[config.mk]
export PLATFORM = sky130hd
export DESIGN_NAME = prio_enc_rr
export DESIGN_NICKNAME = d
export VERILOG_FILES = /design/src/rtl/prio_enc_rr.sv
export SDC_FILE = /design/constraint.sdc
export NUM_CORES = 1
export LEC_CHECK = 0
export ABC_CLOCK_PERIOD_IN_PS = 7050
export CORE_ASPECT_RATIO = 1.5
export CORE_UTILIZATION = 29
export CTS_BUF_LIST = sky130_fd_sc_hd__clkbuf_8 sky130_fd_sc_hd__clkbuf_16
export DETAILED_ROUTE_END_ITERATION = 8
export DONT_BUFFER_PORTS = 1
export GPL_TIMING_DRIVEN = 0
export PLACE_DENSITY_LB_ADDON = 0.05
export SETUP_SLACK_MARGIN = 0.3
export SKIP_LAST_GASP = 1
export SLEW_MARGIN = 20
export SYNTH_ARGS = -nofsm -noshare
export SYNTH_HDL_FRONTEND = slang
export SYNTH_SLANG_ARGS = --single-unit
[constraint.sdc]
create_clock -name clk -period 7.05 [get_ports clk]
set_input_delay 0 -clock clk [delete_from_list [all_inputs] [get_ports clk]]
set_output_delay 0 -clock clk [all_outputs]
set_load 0.01 [all_outputs]
[src/rtl/prio_enc_rr.sv]
// prio_enc_rr: registered priority encoder with sticky pending requests.
// Requests accumulate in a pending register. One grant index is presented
// at a time through a valid/ready handshake, selected either by fixed
// priority (highest index wins) or by round-robin from a rotating pointer.
module prio_enc_rr #(
   parameter  int WIDTH = 8,
   localparam int IDX_W = $clog2(WIDTH)
) (
   input  logic             clk,
   input  logic             rst,
   input  logic [WIDTH-1:0] in,
   input  logic             mode,
   input  logic             ready,
   output logic             v,
   output logic [IDX_W-1:0] y,
   output logic [WIDTH-1:0] pending
);

   logic             fire;
   logic             load;
   logic [WIDTH-1:0] clr;
   logic [WIDTH-1:0] pending_next;
   logic [IDX_W-1:0] ptr;
   logic [IDX_W-1:0] ptr_next;
   logic [IDX_W-1:0] fix_idx;
   logic [IDX_W-1:0] rr_idx;
   int               rr_j;

   // A grant is consumed when presented and accepted; its bit is cleared,
   // but a same-cycle re-request on that index keeps the bit set.
   assign fire         = v & ready;
   assign clr          = fire ? (WIDTH'(1) << y) : '0;
   assign pending_next = (pending & ~clr) | in;

   // Pointer moves to the slot after the accepted grant, wrapping at WIDTH-1
   // explicitly so non-power-of-two widths never reach an unused index.
   assign ptr_next = !fire ? ptr :
                     (y == IDX_W'(WIDTH - 1)) ? '0 : y + IDX_W'(1);

   // A presented grant is held until accepted; otherwise the output reloads.
   assign load = ~v | ready;

   // Fixed priority: highest set index of the next pending vector.
   always_comb begin
      fix_idx = '0;
      for (int i = 0; i < WIDTH; i++) begin
         if (pending_next[IDX_W'(i)]) fix_idx = IDX_W'(i);
      end
   end

   // Round-robin: first set index at or after ptr_next, with wrap. The scan
   // runs from the farthest offset down so the nearest hit is kept last.
   always_comb begin
      rr_idx = '0;
      rr_j   = 0;
      for (int k = WIDTH - 1; k >= 0; k--) begin
         rr_j = int'(ptr_next) + k;
         if (rr_j >= WIDTH) rr_j = rr_j - WIDTH;
         if (pending_next[rr_j[IDX_W-1:0]]) rr_idx = rr_j[IDX_W-1:0];
      end
   end

   // State update: pending and pointer every cycle, grant only on load.
   always_ff @(posedge clk) begin
      if (rst) begin
         pending <= '0;
         ptr     <= '0;
         v       <= 1'b0;
         y       <= '0;
      end else begin
         pending <= pending_next;
         ptr     <= ptr_next;
         if (load) begin
            v <= |pending_next;
            y <= mode ? rr_idx : fix_idx;
         end
      end
   end

endmodule
==> impl_metrics.tcl, run 1 <==
set metrics [dict create \
    grt_pass1_vias 1396 \
    insertion_delay_ns 0.25 \
    crit_start "y[0]" \
    fin_crit_ns 4.01 \
    syn_area_per_cell_sq_um 9.08 \
    synth_top_area_cell "dfxtp_1" \
    grt_max_degree 11 \
    die_w_microns 60.7 \
    h-tree-depth 1 \
    synth_commonest_cells "nor2_1 (19), dfxtp_1 (15), a21oi_1 (12)" \
    crit_type "register to register" \
    hold_viol_final 0 \
    finClkSkew_ns 0.00270 \
    cts_resized 0 \
    dpl_cell_area_sq_um 1580 \
    cts_buffers 3 \
    die-area_sq_um 5460 \
    setup-tns-final_ns 0 \
    endpoint "y[1]" \
    r2r-start "y[0]" \
    clk_pin_slew_ns 0.06 \
    yosys.cell_types.count 61 \
    r2r_slack_ns 3.04 \
    drt-total-wl_microns 4420 \
    cp.required_ns 7.23 \
    fin_crit_sh 0.568 \
    postCtsHoldBufs 10 \
    nFillCells 546 \
    dpl.hpwl_microns 3540 \
    synth_async_sr_flop_share 0 \
    clock_path_buffers 2 \
    synth_ff_type "dfxtp_1" \
    drcViolationCount 0 \
    diodes 0 \
    vias 1372 \
    ys_ff_latch 15 \
    max_cap_violations 0 \
    syn-instance-count 165 \
    min_path_type "input pin to register" \
    worst_pin_slew_ns 0.600 \
    p_per_area_nw_per_um2 242 \
    drt-initial-drc-count 71 \
    core_sq_um 4890 \
    rsz0062_at_grt "no" \
    synth_area_leaders "dfxtp_1 (20%), ha_1 (5.8%), nor2_1 (4.8%)" \
    core.rowCount 31 \
    wl_per_cell_microns 18.1 \
    reg2regPathDepth 12 \
    finalWeightedCongestion 0.843 \
    start_util 0.306 \
    ys_seq_area_frac 0.201 \
    cts-root-buf "clkbuf_8" \
    grt_remaining_overflow 0 \
    port_buffers 0 \
    yosysMostFrequentCell "nor2_1" \
    final_nets 199 \
    cp-end-kind "register" \
    ant_nets 0 \
    drive_above_1_share 0.196 \
    layout-area-overhead-vs-synth_pct 15.2 \
    setup_viol 0 \
    io_pins 24 \
    synth_top_area_frac 0.201 \
    synth-edff-count 0 \
    power.total_mw 0.418 \
    status "finished, final reports clean" \
    cts_tree "done" \
    setup.worst_path.start_class "register" \
    yosys_warnings 0 \
    fin_area_sq_um 1730 \
    cts.sinks 15 \
    antenna_found_initial 0 \
    grtUsageTotal 0.178 \
    maxSlewHeadroom 0.600 \
    vias_per_cell 5.60 \
    crit_path_max_fanout 6 \
    worstPathArrival_ns 4.19 \
    maxSlewViolCount 0 \
    p_leak_nw 0.652 \
    r2r-end "y[1]" \
    syn-num-nets 184 \
    fp.dieH_microns 90.0 \
    syn-cell-area_sq_um 1500 \
    ir_drop_mv 0.0751 \
    grt_pass1_wl_microns 7270 \
    dr.pass1.iters 4 \
    fmax_ghz 0.250 \
    post_cts_buffers 0 \
]
==> state kept, by name, indices dropped and copies added, names as in the netlist <==
name,count
pending,8
ptr,3
y,3
v,1
==> per-stage QoR <==
step           hold WS (ns)  cells   util  setup slack (ns)
2_1_floorplan        0.0724    165      -              3.61
3_3_place_gp         0.0772    231  0.323              3.01
3_5_place_dp         0.0753    231  0.323              3.04
4_1_cts             0.00110    245  0.353              3.02
5_1_grt              0.0123    245  0.353              2.80
6_report            0.00669    245  0.353              3.04
==> per-layer routing <==
metal / vias up / track usage / share of wire
met5: - / 0 / 0
met4: 0 / 0.0777 / 0.030
met3: 12 / 0.00863 / 0.027
met2: 36 / 0.314 / 0.55
met1: 658 / 0.212 / 0.40
li1: 666 / - / -
==> cells by family after synthesis <==
group	Yosys count	share of synthesized area
AO/OA/AOI/OAI	54	0.302
XOR/XNOR	4	0.0284
adder cells (fa/ha/maj)	7	0.0585
buffers and inverters	16	0.0610
flip-flops	15	0.201
multiplexers	14	0.143
AND/OR/NAND/NOR	55	0.207
==> critical path, stage by stage (launching register included) <==
cell       delay (ns)
dfxtp_1          0.52
ha_1             0.24
ha_1             0.17
and4bb_2         0.28
a21oi_4          0.25
inv_2            0.14
ha_1             0.41
inv_1            0.20
mux4_2           0.57
mux2_2           0.32
o221a_1          0.13
o41ai_1          0.53
o2bb2ai_1        0.16
==> how the worst min path moves through the flow <==
| stage | cells past startpoint | slack (ns) | start | to |
|---|---|---|---|---|
| 2_1_floorplan | 1 | 0.07 | rst | ptr[1] |
| 3_3_place_gp | 1 | 0.08 | rst | ptr[1] |
| 3_5_place_dp | 1 | 0.08 | rst | ptr[1] |
| 4_1_cts | 2 | 0.001 | rst | y[0] |
| 5_1_grt | 2 | 0.01 | rst | y[0] |
| 6_report | 2 | 0.007 | rst | y[0] |
==> placed cells by master (no fill, tap or decap), types with 4 or more instances in the layout <==
cell           instances
buf_6                  4
nand2_1                8
inv_1                  8
nand4_1                4
dlygate4sd3_1         10
nand2b_1               4
ha_1                   7
mux2i_1                6
nor2_1                19
dfxtp_1               15
a21oi_1               12
==> power by group <==
group          switching (mW)  total (mW)  leakage (nW)  internal [mW]
registers              0.0143       0.108         0.125         0.0933
clock network          0.0303      0.0689        0.0269         0.0386
logic                   0.140       0.241         0.500          0.101
total                   0.184       0.418         0.652          0.233
==> cell type report <==
cell class | instances | area [sq um] | area share
buffer | 7 | 57.6 | 0.0334
clock buffer | 3 | 41.3 | 0.0239
clock inverter | 1 | 3.75 | 0.00218
inverter | 9 | 33.8 | 0.0196
multi-input combinational | 134 | 1110 | 0.641
sequential | 15 | 300 | 0.174
tap | 66 | 82.6 | 0.0479
timing repair buffer | 10 | 100 | 0.0580
Note: power is estimated with default switching activity, not from simulation.
==> run 2: changes to the inputs <==
ABC_CLOCK_PERIOD_IN_PS = 3500   (was 7050)
clock period = 3.5 ns   (was 7.05 ns; I/O delays follow)
==> run 2 against run 1 <==
  * Sequential power increased by 110%
  * Maximum frequency increased by 26%
  * Total power increased by 130%
  * Clock skew about the same
  * Global-route usage increased by 0.97 points
  * Sequential share of layout area decreased by 1.7 points
  * Worst hold slack improved by 0.011 ns
  * Clock power increased by 100%
  * Combinational power increased to 2.5 times the previous value
  * Core utilization increased by 5.0 points
  * Non-clock buffer count increased by 16
  * Setup slack got worse by 2.7 ns
==> impl_metrics.tcl, run 2 (synthesis gave the netlist of run 1 again) <==
set metrics [dict create \
    final_cells 261 \
    vias 1461 \
    maxSlewHeadroom 0.490 \
    mostFrequentLayoutCell "nor2_1" \
    core_sq_um 4890 \
    drive_above_1_share 0.359 \
    ir_drop_mv 0.180 \
    final_nets 215 \
    insertion_delay_ns 0.25 \
    die_w_microns 60.7 \
    drt-total-wl_microns 4820 \
    hold_start "mode" \
    setup_viol 0 \
    grt_remaining_overflow 0 \
    crit_type "register to register" \
    reg_top3 "pending x8, ptr x3, y x3" \
    die-area_sq_um 5460 \
    grt_pass1_wl_microns 7700 \
    diodes 0 \
    fp.dieH_microns 90.0 \
    start_util 0.306 \
    dr.pass1.iters 4 \
    ant_nets 0 \
    grt_max_degree 11 \
    io_pins 24 \
    r2r-start "y[1]" \
    antenna_found_initial 0 \
    h-tree-depth 1 \
    port_buffers 0 \
    fin_area_sq_um 1970 \
    r2r-end "y[0]" \
    cts-root-buf "clkbuf_8" \
    cts_tree "done" \
    reg2regPathDepth 15 \
    p_per_area_nw_per_um2 496 \
    cts_buffers 3 \
    largest_reg_flops 8 \
    core.rowCount 31 \
    finalWeightedCongestion 0.839 \
    cp-end-kind "register" \
    grtUsageTotal 0.188 \
    dpl_cell_area_sq_um 1600 \
    vias_per_cell 5.60 \
    r2r_slack_ns 0.32 \
    grt_pass1_vias 1560 \
    fmax_ghz 0.314 \
    drcViolationCount 0 \
    finClkSkew_ns 0.00300 \
    top_register "pending" \
    cts.sinks 15 \
    fin_crit_sh 0.909 \
    min_path_type "input pin to register" \
    setup.worst_path.start_class "register" \
    final_core_util 0.403 \
    clk_pin_slew_ns 0.06 \
    drt-initial-drc-count 56 \
    power.total_mw 0.977 \
    maxSlewViolCount 0 \
    whs_endpoint "y[0]" \
    post-place-cells 231 \
    dpl.hpwl_microns 3560 \
    hold_viol_final 0 \
    clock_path_buffers 2 \
    wl_per_cell_microns 18.5 \
    worst_pin_slew_ns 0.746 \
    cp.required_ns 3.64 \
    status "finished, final reports clean" \
    setup-tns-final_ns 0 \
    final_cell_mix "nor2_1 (18), buf_4 (17), dfxtp_1 (12)" \
    max_cap_violations 0 \
    worstPathArrival_ns 3.33 \
    rsz0062_at_grt "yes" \
    layout-area-overhead-vs-synth_pct 31.7 \
    fin_crit_ns 3.18 \
    crit_path_max_fanout 5 \
    p_leak_nw 0.743 \
    holdPathStages 3 \
]
==> run 2: per-stage QoR <==
| step | hold WS [ns] | setup slack [ns] |
|---|---|---|
| 6_report | 0.0176 | 0.318 |
| 5_1_grt | 0.0363 | 0.217 |
| 4_1_cts | 0.0106 | 0.270 |
| 3_5_place_dp | 0.0755 | -0.256 |
| 3_3_place_gp | 0.0757 | -0.252 |
| 2_1_floorplan | 0.0724 | 0.320 |
==> run 2: how the worst max path moves through the flow <==
stage	endpoint	startpoint	cells past startpoint
2_1_floorplan	y[0]	y[1]	15
3_3_place_gp	y[1]	y[2]	11
3_5_place_dp	y[1]	y[2]	11
4_1_cts	y[0]	y[0]	14
5_1_grt	y[2]	y[0]	15
6_report	y[0]	y[1]	15
==> run 2: power breakdown <==
| part | leakage, nW | switching [mW] | total, mW | internal (mW) |
|---|---|---|---|---|
| registers | 0.126 | 0.0330 | 0.224 | 0.191 |
| logic | 0.592 | 0.328 | 0.613 | 0.285 |
| clock network | 0.0255 | 0.0613 | 0.140 | 0.0788 |
| total | 0.743 | 0.423 | 0.977 | 0.555 |
==> run 2: layout make-up <==
cell class                 count  area (sq um)
clock inverter                 1          5.00
clock buffer                   3          41.3
buffer                         7          63.8
multi-input combinational    134          1210
fill                         521          2920
sequential                    15           309
timing repair buffer          26           220
inverter                       9          41.3
tap                           66          82.6
==> run 2: per-layer routing <==
layer,up-vias,GRT usage,share of wire
met2,30,0.361,0.56
met5,-,0,0
li1,694,-,-
met3,6,0.0101,0.025
met1,731,0.207,0.40
met4,0,0.0549,0.011
==> run 2: worst max-delay path, cell delays in order (launching register included) <==
cell	delay, ns
dfxtp_4	0.40
inv_2	0.08
ha_4	0.23
and3_4	0.20
nor2_8	0.10
inv_4	0.05
buf_8	0.12
ha_4	0.26
inv_4	0.06
mux4_2	0.52
mux2_4	0.29
nor3b_1	0.14
nor2_1	0.15
o41ai_2	0.08
a32o_1	0.21
a31o_1	0.17
==> run 2: what timing repair did <==
| action | in CTS | in global routing |
|---|---|---|
| hold buffers | 10 | 0 |
| gates resized for setup | 16 | 11 |
| endpoints found under the hold margin | 13 | 0 |
| setup buffers | 12 | 4 |
| setup endpoints to repair | 3 | 3 |
| pin swaps | 8 | 9 |
